File: config.mk
export PLATFORM = sky130hd
export DESIGN_NAME = vid_fill_arb
export DESIGN_NICKNAME = d
export VERILOG_FILES = /design/src/rtl/vid_fill_arb.sv
export SDC_FILE = /design/constraint.sdc
export NUM_CORES = 1
export LEC_CHECK = 0
export ABC_AREA = 1
export CORE_MARGIN = 4
export CORE_UTILIZATION = 35
export CTS_CLUSTER_SIZE = 10
export DETAILED_ROUTE_END_ITERATION = 8
export PLACE_DENSITY = 0.7
export REMOVE_ABC_BUFFERS = 1
export SLEW_MARGIN = 30
export SYNTH_ARGS = -nofsm -noshare
export SYNTH_HDL_FRONTEND = slang
export SYNTH_SLANG_ARGS = --single-unit
File: constraint.sdc
create_clock -name clk -period 1.6 [get_ports clk]
set_clock_uncertainty 0.2 [all_clocks]
set_input_delay 0.32 -clock clk [delete_from_list [all_inputs] [get_ports clk]]
set_output_delay 0.32 -clock clk [all_outputs]
set_load 0.02 [all_outputs]
File: src/rtl/vid_fill_arb.sv
// Linear fill engine plus write-port arbiter in front of the video memory write port.
// CPU writes always win; the engine stalls on contention and never drops or repeats a word.
module vid_fill_arb #(
    parameter int unsigned MEM_WORDS = 24576,
    parameter int unsigned AW        = 15
) (
    input  logic          clk,
    input  logic          rst,
    input  logic          reg_stb,
    input  logic          reg_we,
    input  logic [1:0]    reg_addr,
    input  logic [31:0]   reg_din,
    output logic [31:0]   reg_dout,
    input  logic          cpu_stb,
    input  logic [AW-1:0] cpu_addr,
    input  logic [31:0]   cpu_data,
    output logic          mem_stb,
    output logic [AW-1:0] mem_addr,
    output logic [31:0]   mem_data,
    output logic          irq
);

    localparam logic [AW-1:0] LastAddr = AW'(MEM_WORDS - 1);
    localparam logic [AW-1:0] MaxCount = AW'(MEM_WORDS);

    typedef enum logic {StIdle, StRun} state_e;

    state_e        state_q;
    logic [AW-1:0] start_q;
    logic [AW-1:0] count_q;
    logic [AW-1:0] cur_q;
    logic [AW-1:0] rem_q;
    logic [31:0]   pattern_q;
    logic          ie_q, done_q, aborted_q;
    logic          ie_d, done_d, aborted_d;

    logic          busy;
    logic          reg_wr;
    logic          reg_rd;
    logic          ctrl_wr;
    logic          go;
    logic          abort;
    logic          grant;
    logic          last;
    logic [31:0]   rd_data;

    assign busy    = (state_q == StRun);
    assign reg_wr  = reg_stb & reg_we;
    assign reg_rd  = reg_stb & ~reg_we;
    assign ctrl_wr = reg_wr & (reg_addr == 2'd3);
    // Abort wins over a simultaneous go.
    assign go      = ctrl_wr & reg_din[0] & ~reg_din[1];
    assign abort   = ctrl_wr & reg_din[1];
    assign grant   = busy & ~cpu_stb & ~abort;
    assign last    = grant & (rem_q == AW'(1));

    always_comb begin
        rd_data = '0;
        case (reg_addr)
            2'd0:    rd_data = {{(32-AW){1'b0}}, start_q};
            2'd1:    rd_data = {{(32-AW){1'b0}}, count_q};
            2'd2:    rd_data = pattern_q;
            default: rd_data = {28'b0, aborted_q, ie_q, done_q, busy};
        endcase
    end

    // Read-clear is applied first so a completion on the same edge still sets done.
    always_comb begin
        ie_d      = ie_q;
        done_d    = done_q;
        aborted_d = aborted_q;
        if (reg_rd && reg_addr == 2'd3) begin
            done_d    = 1'b0;
            aborted_d = 1'b0;
        end
        if (ctrl_wr) begin
            ie_d = reg_din[2];
        end
        if (busy) begin
            if (abort) begin
                done_d    = 1'b0;
                aborted_d = 1'b1;
            end else if (last) begin
                done_d = 1'b1;
            end
        end else if (go) begin
            done_d    = (count_q == '0);
            aborted_d = 1'b0;
        end
    end

    always_ff @(posedge clk) begin
        if (rst) begin
            state_q   <= StIdle;
            start_q   <= '0;
            count_q   <= '0;
            cur_q     <= '0;
            rem_q     <= '0;
            pattern_q <= '0;
            ie_q      <= 1'b0;
            done_q    <= 1'b0;
            aborted_q <= 1'b0;
            reg_dout  <= '0;
            mem_stb   <= 1'b0;
            mem_addr  <= '0;
            mem_data  <= '0;
            irq       <= 1'b0;
        end else begin
            ie_q      <= ie_d;
            done_q    <= done_d;
            aborted_q <= aborted_d;
            irq       <= done_d & ie_d;

            if (reg_rd) begin
                reg_dout <= rd_data;
            end

            if (reg_wr && !busy) begin
                case (reg_addr)
                    2'd0: start_q <= reg_din[AW-1:0];
                    2'd1: count_q <= (reg_din > 32'(MEM_WORDS)) ? MaxCount : reg_din[AW-1:0];
                    2'd2: pattern_q <= reg_din;
                    default: ;
                endcase
            end

            case (state_q)
                StIdle: begin
                    if (go && count_q != '0) begin
                        state_q <= StRun;
                        cur_q   <= start_q;
                        rem_q   <= count_q;
                    end
                end
                StRun: begin
                    if (abort) begin
                        state_q <= StIdle;
                    end else if (grant) begin
                        cur_q <= (cur_q == LastAddr) ? '0 : cur_q + 1'b1;
                        rem_q <= rem_q - 1'b1;
                        if (last) begin
                            state_q <= StIdle;
                        end
                    end
                end
                default: state_q <= StIdle;
            endcase

            // Address and data hold their last value when the port is idle.
            if (cpu_stb) begin
                mem_stb  <= 1'b1;
                mem_addr <= cpu_addr;
                mem_data <= cpu_data;
            end else if (grant) begin
                mem_stb  <= 1'b1;
                mem_addr <= cur_q;
                mem_data <= pattern_q;
            end else begin
                mem_stb <= 1'b0;
            end
        end
    end

endmodule

==> results of run 1 <==
layout make-up:
type / instances / area (um2) / share of cell area, %
Clock buffer: 17 / 425 / 3.35
Clock inverter: 15 / 158 / 1.24
Sequential cell: 177 / 3560 / 28.0
Multi-Input combinational cell: 814 / 4590 / 36.1
Timing Repair Buffer: 349 / 3230 / 25.5
Tap cell: 285 / 357 / 2.81
Timing Repair inverter: 1 / 11.3 / 0.0887
Inverter: 86 / 368 / 2.90
report_power, final:
group	internal [uW]	switching, uW
logic	711	835
clock network	2220	2050
registers	4550	103
worst min-delay path: cells and delay by family:
kind	cells	cell delay, ns
and+or+nand+nor	2	0.14
buffers and inverters	1	0.15
kinds of logic (layout without fill, tap and decap cells):
| logic type | after synthesis | count (layout) | share of synthesized area (%) |
|---|---|---|---|
| DFF | 177 | 177 | 43.9 |
| and+or+nand+nor | 521 | 521 | 26.5 |
| AOI/OAI and AO/OA | 286 | 286 | 20.5 |
| xor gates and xnor gates | 4 | 4 | 0.434 |
| adders and majority gates | 3 | 3 | 0.465 |
| buffers and inverters | 153 | 468 | 8.17 |
per-layer routing:
layer | global-route usage (%) | up-vias | wire length, um
met1 | 30.3 | 4359 | 13100
li1 | - | 4409 | -
met5 | 0 | - | 0
met2 | 38.0 | 435 | 15000
met3 | 4.88 | 77 | 2570
met4 | 6.77 | 0 | 969
registers in the layout (all words and copies together) (netlist names):
signal	flops
busy	1
reg_dout	32
mem_data	32
count_q	15
pattern_q	32
mem_stb	1
done_q	1
mem_addr	15
rem_q	15
aborted_q	1
ie_q	1
cur_q	15
start_q	15
irq	1
path summary, 6_finish.rpt:
check	start	to	slack, ns
worst max-delay path	cur_q[0]	cur_q[0]	-0.09
worst min-delay path	reg_din[17]	pattern_q[17]	-0.004
worst max register to register	cur_q[0]	cur_q[0]	-0.09
worst min register to register	mem_addr[5]	mem_addr[5]	0.26
layout by cell type (no fill, tap or decap), types with 15 or more instances in the layout:
cell,count
nand2_1,220
dfxtp_1,168
buf_4,142
nor2_1,136
o21ai_0,83
clkdlybuf4s50_1,75
a21oi_1,74
inv_1,72
nand3_1,52
buf_2,50
nor2_2,33
clkdlybuf4s15_2,31
nor2_4,25
a22oi_1,21
nand2_2,19
clkbuf_16,19
o21ai_1,16
a22oi_2,15
per-stage QoR:
stage	setup TNS, ns	instance area (um2)
finish	-1.51	12700
global route	-4.47	12700
CTS	-0.753	12300
detailed placement	-98.28	11100
global placement	-92.77	11100
floorplan	-115.75	7740
what timing repair did:
item / in CTS / in global routing
gates resized for setup: 340 / 227
pin swaps: 28 / 57
setup buffers: 13 / 11
gates cloned: 7 / 4
hold buffers: 0 / 0
setup endpoints to repair: 236 / 155
==> out/metrics.yaml, run 1 <==
status: "finished, violations left"
violations: "negative hold slack, negative setup slack"
synthArstFlopShare_pct: 0
hold_viol: 1
dieArea_um2: 25500
hp-class: "in -> reg"
vias: 9280
fillers: 1958
fin_ws_ns: -0.0919
clk_latency_ns: 0.45
gp_congestion: 0.934
synth_top_area_share_pct: 43.9
floorplan.initialDensity_pct: 35.6
wl_per_cell_um: 18.2
clkSlewWorstSetupHoldPaths_ns: 0.07
drt_iter0_drc: 863
power.static_leakage_uw: 0.00541
synth_edf_count: 0
cp_num_cells: 10
crit_arrival_ns: 1.83
areaGrowthSynthToFinish_pct: 57.4
path_class: "reg -> reg"
diodes: 0
synth_most_common_cell: "nand2_1"
syn_avg_cell_area_um2: 7.05
hpwl_mm: 20.3
worstMarginPinSlew_ns: 0.531
io-pin-count: 167
rsz0062_at_grt: "true"
place_ws_ns: -0.817
finalCritPeriodShare_pct: 106
synth.largest_area_cell: "dfxtp_1"
maxSlewViolCount: 0
synthCells: 1144
cp_slowest_cell: "dfxtp_2"
drive_gt1_share_pct: 32.9
wl_mm: 31.7
viasPerCell: 5.32
cts.path.max_buffers: 2
synth_area_um2: 8070
period_needed_ns: 1.69
cp-start-kind: "register"
post-route-util_pct: 56.1
overflow: 0
yosys_warnings: 0
die_x_um: 160
worst-path-max-fanout: 5
powerDensity_nw_per_um2: 825
dr.pass1.iters: 7
hold_path_depth: 3
dp_cells: 1682
grt_max_degree: 53
rows: 55
crit_family: "simple AND/OR/NAND/NOR gates"
path_cells: "ha_4, nand2_4, nor2_4, buf_6, nand3_4, o21ai_2, buf_6, nor2_2, nor2_1, nor2_1"
clock_sinks: 177
slowest_delay_ns: 0.35
ys_ff_latch: 177
h-tree-depth: 4
reg2reg_depth: 10
cp_num_buf_inv: 2
peakVddDrop_uv: 757
cts_buffers: 17
layout.cells.non_filler: 1744
setup_viol: 36
required_ns: 1.74
grt_pass1_wl_mm: 47.2
netlist_top_cells_area: "dfxtp_1, nand2_1, nor2_1"
synthFlopType: "dfxtp_1"
hold-worst-slack_ns: -0.00428
cts_tree: "built"
slew_headroom_pct: 64.5
endpoint_kind: "register"
ys_top_cells_by_count: "nand2_1, nor2_1, dfxtp_1, o21ai_0, a21oi_1"
antenna_found_initial: 0
cts_root_buffer: "clkbuf_16"
grt_usage_pct: 22.9
grt_pass1_vias: 8764
numPortBuffers: 166
max_freq_mhz: 591
die_h_um: 160
fin_nets: 1535
p_total_uw: 10500
core-area_um2: 22600
synth_cell_types: 41
drcViolationCount: 0
yosysSeqAreaShare_pct: 43.9
maxCapViolCount: 0
detail-route-antenna-nets: 0
Power figures use the tool's default switching activity.
==> inputs of run 2 (changes only) <==
- GPL_ROUTABILITY_DRIVEN: unset -> 0
- PLACE_DENSITY: 0.7 -> 0.68
- clock period: 1.6 -> 1.8 ns (I/O delays scaled with it)
==> run 2 against run 1 <==
The run now ends clean. Die area did not move. Via count decreased by 7.2%. Largest cell class unchanged. Sequential share of layout area increased by 3.1 points. Non-clock buffer count fell by 61. Register-to-register slack better by 0.16 ns. Routed wire length is 10% lower. First-iteration DRC count down 29%. Critical path depth did not move. Critical endpoint is now mem_data[7]. Flip-flop and latch count is the same. Global-route usage is 1.6 points lower.
==> out/metrics.yaml, run 2 (synthesis gave the netlist of run 1 again) <==
status: "complete, no violations"
p_int_uw: 6540
cp-start-kind: "input port"
finalCritPeriodShare_pct: 97.5
min_from: "rst"
maxSlewViolCount: 0
wl_mm: 28.4
ff2ff_setup_slack_ns: 0.07
grt_max_degree: 57
worstMarginPinSlew_ns: 0.481
core-area_um2: 22600
fin_nets: 1473
grt_usage_pct: 21.3
dieArea_um2: 25500
rsz0062_at_grt: "true"
final_cell_mix: "nand2_1, nor2_1, dfxtp_1, buf_4, o21ai_0"
powerDensity_nw_per_um2: 784
grt_pass1_vias: 8108
seqPwrFrac_pct: 46.4
endpoint_kind: "register"
maxCapViolCount: 0
antenna_found_initial: 0
hold_viol: 0
regToRegStartpoint: "count_q[12]"
cp_slowest_cell: "clkdlybuf4s50_1"
worst-path-max-fanout: 9
cts_tree: "built"
hpwl_mm: 20.3
floorplan.initialDensity_pct: 35.6
power.static_leakage_uw: 0.00504
reg2reg_to: "rem_q[1]"
multi_input_area_um2: 3940
final_cell_area_um2: 11400
wl_per_cell_um: 16.9
h-tree-depth: 4
grt_pass1_wl_mm: 44.0
drt_iter0_drc: 609
period_needed_ns: 1.76
rows: 55
die_x_um: 160
drive_gt1_share_pct: 14.1
crit_arrival_ns: 1.91
dr.pass1.iters: 5
vias: 8612
hold-worst-slack_ns: 0.0676
register_area_um2: 3540
reg2reg_depth: 10
post-route-util_pct: 50.3
die_h_um: 160
power_frac_clock_pct: 40.2
areaGrowthSynthToFinish_pct: 41.0
critPathLaunch: "reg_we"
cts.path.max_buffers: 2
clkSlewWorstSetupHoldPaths_ns: 0.07
overflow: 0
drcViolationCount: 0
required_ns: 1.95
reg.largest.list: "mem_data: 32 flops, pattern_q: 32 flops, reg_dout: 32 flops"
setup_viol: 0
cts_root_buffer: "clkbuf_16"
cts_buffers: 17
numPortBuffers: 166
path_cells: "clkdlybuf4s50_1, nand2_2, nor2_8, nand2_4, nand2_8, nand2_4, inv_4, clkbuf_16, nand2_1, a21oi_1"
holdPathEnd: "reg_dout[27]"
p_sw_share_pct: 26.8
peakVddDrop_uv: 650
hp-class: "in -> reg"
slew_headroom_pct: 67.8
clk_latency_ns: 0.43
hold_path_depth: 2
combPwrFrac_pct: 13.4
power.net_switching_uw: 2390
detail-route-antenna-nets: 0
slowest_delay_ns: 0.50
placed_cell_area_um2: 10700
diodes: 0
cts_hold_buffers: 0
cp_common_cell: "nand2_4"
fillers: 2266
path_class: "in -> reg"
viasPerCell: 5.12
clock_sinks: 177
io-pin-count: 167
max_freq_mhz: 570
final_common_cell: "nand2_1"
## run 2: cell types whose count changed in the layout (fill, tap and decap cells not counted), sizes merged, moves of 3 or more
cell / delta
buf: -111
dlygate4sd2: +76
clkdlybuf4s15: -32
clkdlybuf4s50: +7
inv: -7
clkinvlp: +3
## run 2: worst max path at each step
stage	slack [ns]	end
floorplan	-0.78	mem_addr[12]
CTS	0.01	cur_q[3]
global placement	-0.47	reg_dout[24]
finish	0.04	mem_data[7]
global route	-0.01	cur_q[5]
detailed placement	-0.54	reg_dout[22]
## run 2: through the flow
stage,setup WS [ns],total power [uW],TNS (ns),std cells
3_5_place_dp,-0.540,5420,-72.08,1644
5_1_grt,-0.0118,9240,-0.0230,1681
6_report,0.0443,8920,0,1681
3_3_place_gp,-0.472,5410,-64.99,1644
4_1_cts,0.0145,8920,0,1675
2_1_floorplan,-0.778,4700,-84.57,1077
## run 2: power by group through the flow
stage          clock [uW]  sequential (uW)  combinational [uW]
6_report             3590             4140                1190
5_1_grt              3790             4150                1290
4_1_cts              3630             4140                1160
3_5_place_dp            0             4230                1200
3_3_place_gp            0             4230                1190
2_1_floorplan           0             4300                 400
## run 2: final cells by class
class	count	area share [%]
multi-input combinational	814	34.6
inverter	86	2.95
sequential	177	31.2
tap	285	3.13
timing repair buffer	288	23.3
clock inverter	12	0.968
clock buffer	19	3.89
## run 2: what timing repair did
action / CTS / global route
resized for setup: 86 / 34
hold endpoints to repair: 0 / 0
buffers inserted: 0 / 3
pin swaps: 0 / 5
endpoints found under the setup margin: 147 / 83
cloned: 0 / 3
## run 2: worst max-delay path: cells and delay by family
kind | cells | cell delay [ns]
buf+inv | 3 | 0.79
simple gates | 6 | 0.60
compound gates | 1 | 0.15
## run 2: layer usage
layer  global-route usage (%)  part of all wire, %  vias to the layer above
met1                     28.9                   46                     3985
met2                     34.1                   46                      304
met4                     7.55                  2.6                        0
met5                        0                    0                        -
li1                         -                    -                     4277
met3                     4.05                  6.0                       46
==> inputs of run 3 (changes only) <==
- GPL_TIMING_DRIVEN: unset -> 0
==> run 3 against run 2 <==
The flow now finishes with violations (design-rule violations). Total power down 0.30%. Worst hold slack worse by 0.036 ns. Count of clock-buffer cells in the layout up 2. Fmax up 0.18%. Critical path depth down 9. Final cell count down 3.9%. Sequential share of layout area up 0.95 points.
==> out/metrics.yaml, run 3 (synthesis gave the netlist of run 1 again) <==
floorplan.initialDensity_pct: 35.6
grt_pass1_wl_mm: 46.8
rows: 55
peakVddDrop_uv: 657
crit_arrival_ns: 1.19
powerDensity_nw_per_um2: 803
worst-path-max-fanout: 2
seqPwrFrac_pct: 46.5
reg2reg_to: "pattern_q[6]"
cp_slowest_cell: "dfxtp_1"
ff2ff_setup_slack_ns: 0.05
hpwl_mm: 17.9
endpoint_kind: "output pin"
final_cell_mix: "nand2_1, nor2_1, dfxtp_1, o21ai_0, a21oi_1"
diodes: 0
dr.pass1.iters: 9
numPortBuffers: 166
drive_gt1_share_pct: 11.4
cts_buffers: 17
hold-worst-slack_ns: 0.0320
cts_root_buffer: "clkbuf_16"
io-pin-count: 167
path_class: "reg -> out"
drt_iter0_drc: 1044
max_freq_mhz: 571
layout.cells.non_filler: 1615
cts_tree: "built"
holdPathEnd: "mem_addr[2]"
die_x_um: 160
wl_per_cell_um: 19.0
maxCapViolCount: 0
top_layer: "met4"
cp-start-kind: "register"
hp-class: "in -> reg"
core-area_um2: 22600
vias: 8733
p_sw_share_pct: 27.9
status: "finished, violations left"
drcViolationCount: 11
place_ws_ns: -1.84
min_from: "rst"
placed_cell_area_um2: 9840
overflow: 0
die_h_um: 160
fin_ws_ns: 0.0474
period_needed_ns: 1.75
grt_usage_pct: 23.0
wl_met2_mm: 14.4
required_ns: 1.24
clock_sinks: 177
cts_hold_buffers: 0
clkSlewWorstSetupHoldPaths_ns: 0.07
power.static_leakage_uw: 0.00471
grt_pass1_vias: 8150
detail-route-antenna-nets: 0
setup_viol: 0
path_cells: "clkdlybuf4s15_1"
regToRegStartpoint: "busy"
wl_mm: 30.6
reg.largest.list: "mem_data: 32 flops, pattern_q: 32 flops, reg_dout: 32 flops"
register_area_um2: 3560
rsz0062_at_grt: "true"
worstMarginPinSlew_ns: 0.748
p_total_uw: 8900
viasPerCell: 5.41
crit_family: "flip-flops"
dieArea_um2: 25500
multi_input_area_um2: 4150
final_cell_area_um2: 11100
slew_headroom_pct: 50.1
dp_cells: 1531
violations: "design-rule violations"
finalCritPeriodShare_pct: 97.4
antenna_found_initial: 0
power_frac_clock_pct: 40.6
grt_max_degree: 75
fillers: 2210
combPwrFrac_pct: 12.8
hold_path_depth: 2
clk_latency_ns: 0.44
fin_nets: 1406
maxSlewViolCount: 0
cp_num_buf_inv: 1
power.net_switching_uw: 2480
met3_wirelength_mm: 2.49
hold_viol: 0
cts.path.max_buffers: 2
p_int_uw: 6410
final_common_cell: "nand2_1"
reg2reg_depth: 6
slowest_delay_ns: 0.42
areaGrowthSynthToFinish_pct: 37.4
met1_length_mm: 13.2
h-tree-depth: 4
run 3: final cells by class:
cell class,instances,area share [%]
multi-input cells,824,37.5
repair inverters,6,0.508
inverters,86,3.56
repair buffers,205,18.0
clock inverters,11,0.858
clock buffers,21,4.24
well taps,285,3.22
flip-flops and latches,177,32.1
run 3: power groups by stage:
stage	Combinational [uW]	Clock, uW	Sequential (uW)
2_1_floorplan	400	0	4300
3_3_place_gp	1030	0	4230
3_5_place_dp	1050	0	4230
4_1_cts	1100	3650	4140
5_1_grt	1230	3830	4160
6_report	1140	3610	4140
run 3: worst max-delay path by stage:
stage / start / end / cells after the start / slack, ns
6_report: reg_dout[1] / reg_dout[1] / 1 / 0.05
5_1_grt: reg_we / pattern_q[6] / 8 / -0.04
4_1_cts: reg_addr[0] / mem_data[29] / 9 / 0.0003
3_5_place_dp: reg_stb / reg_dout[26] / 7 / -1.84
3_3_place_gp: rst / mem_data[3] / 4 / -4.84
2_1_floorplan: busy / mem_addr[12] / 6 / -0.78
run 3: through the flow:
step	utilization (%)	TNS, ns
5_1_grt	49.0	-0.106
4_1_cts	48.0	0
3_3_place_gp	43.1	-694.43
6_report	49.0	0
2_1_floorplan	-	-84.57
3_5_place_dp	43.5	-224.07
run 3: repair_timing:
item,in CTS,in global routing
setup buffers,23,13
gates cloned,15,1
resized for setup,141,31
endpoints found under the setup margin,257,138
hold endpoints to repair,0,0
pin swaps,13,9
run 3: metal layers:
metal  up-vias  track usage [%]
li1       4155                -
met1      4136             31.3
met2       395             37.3
met3        47             4.90
met4         0             5.98
met5         -                0
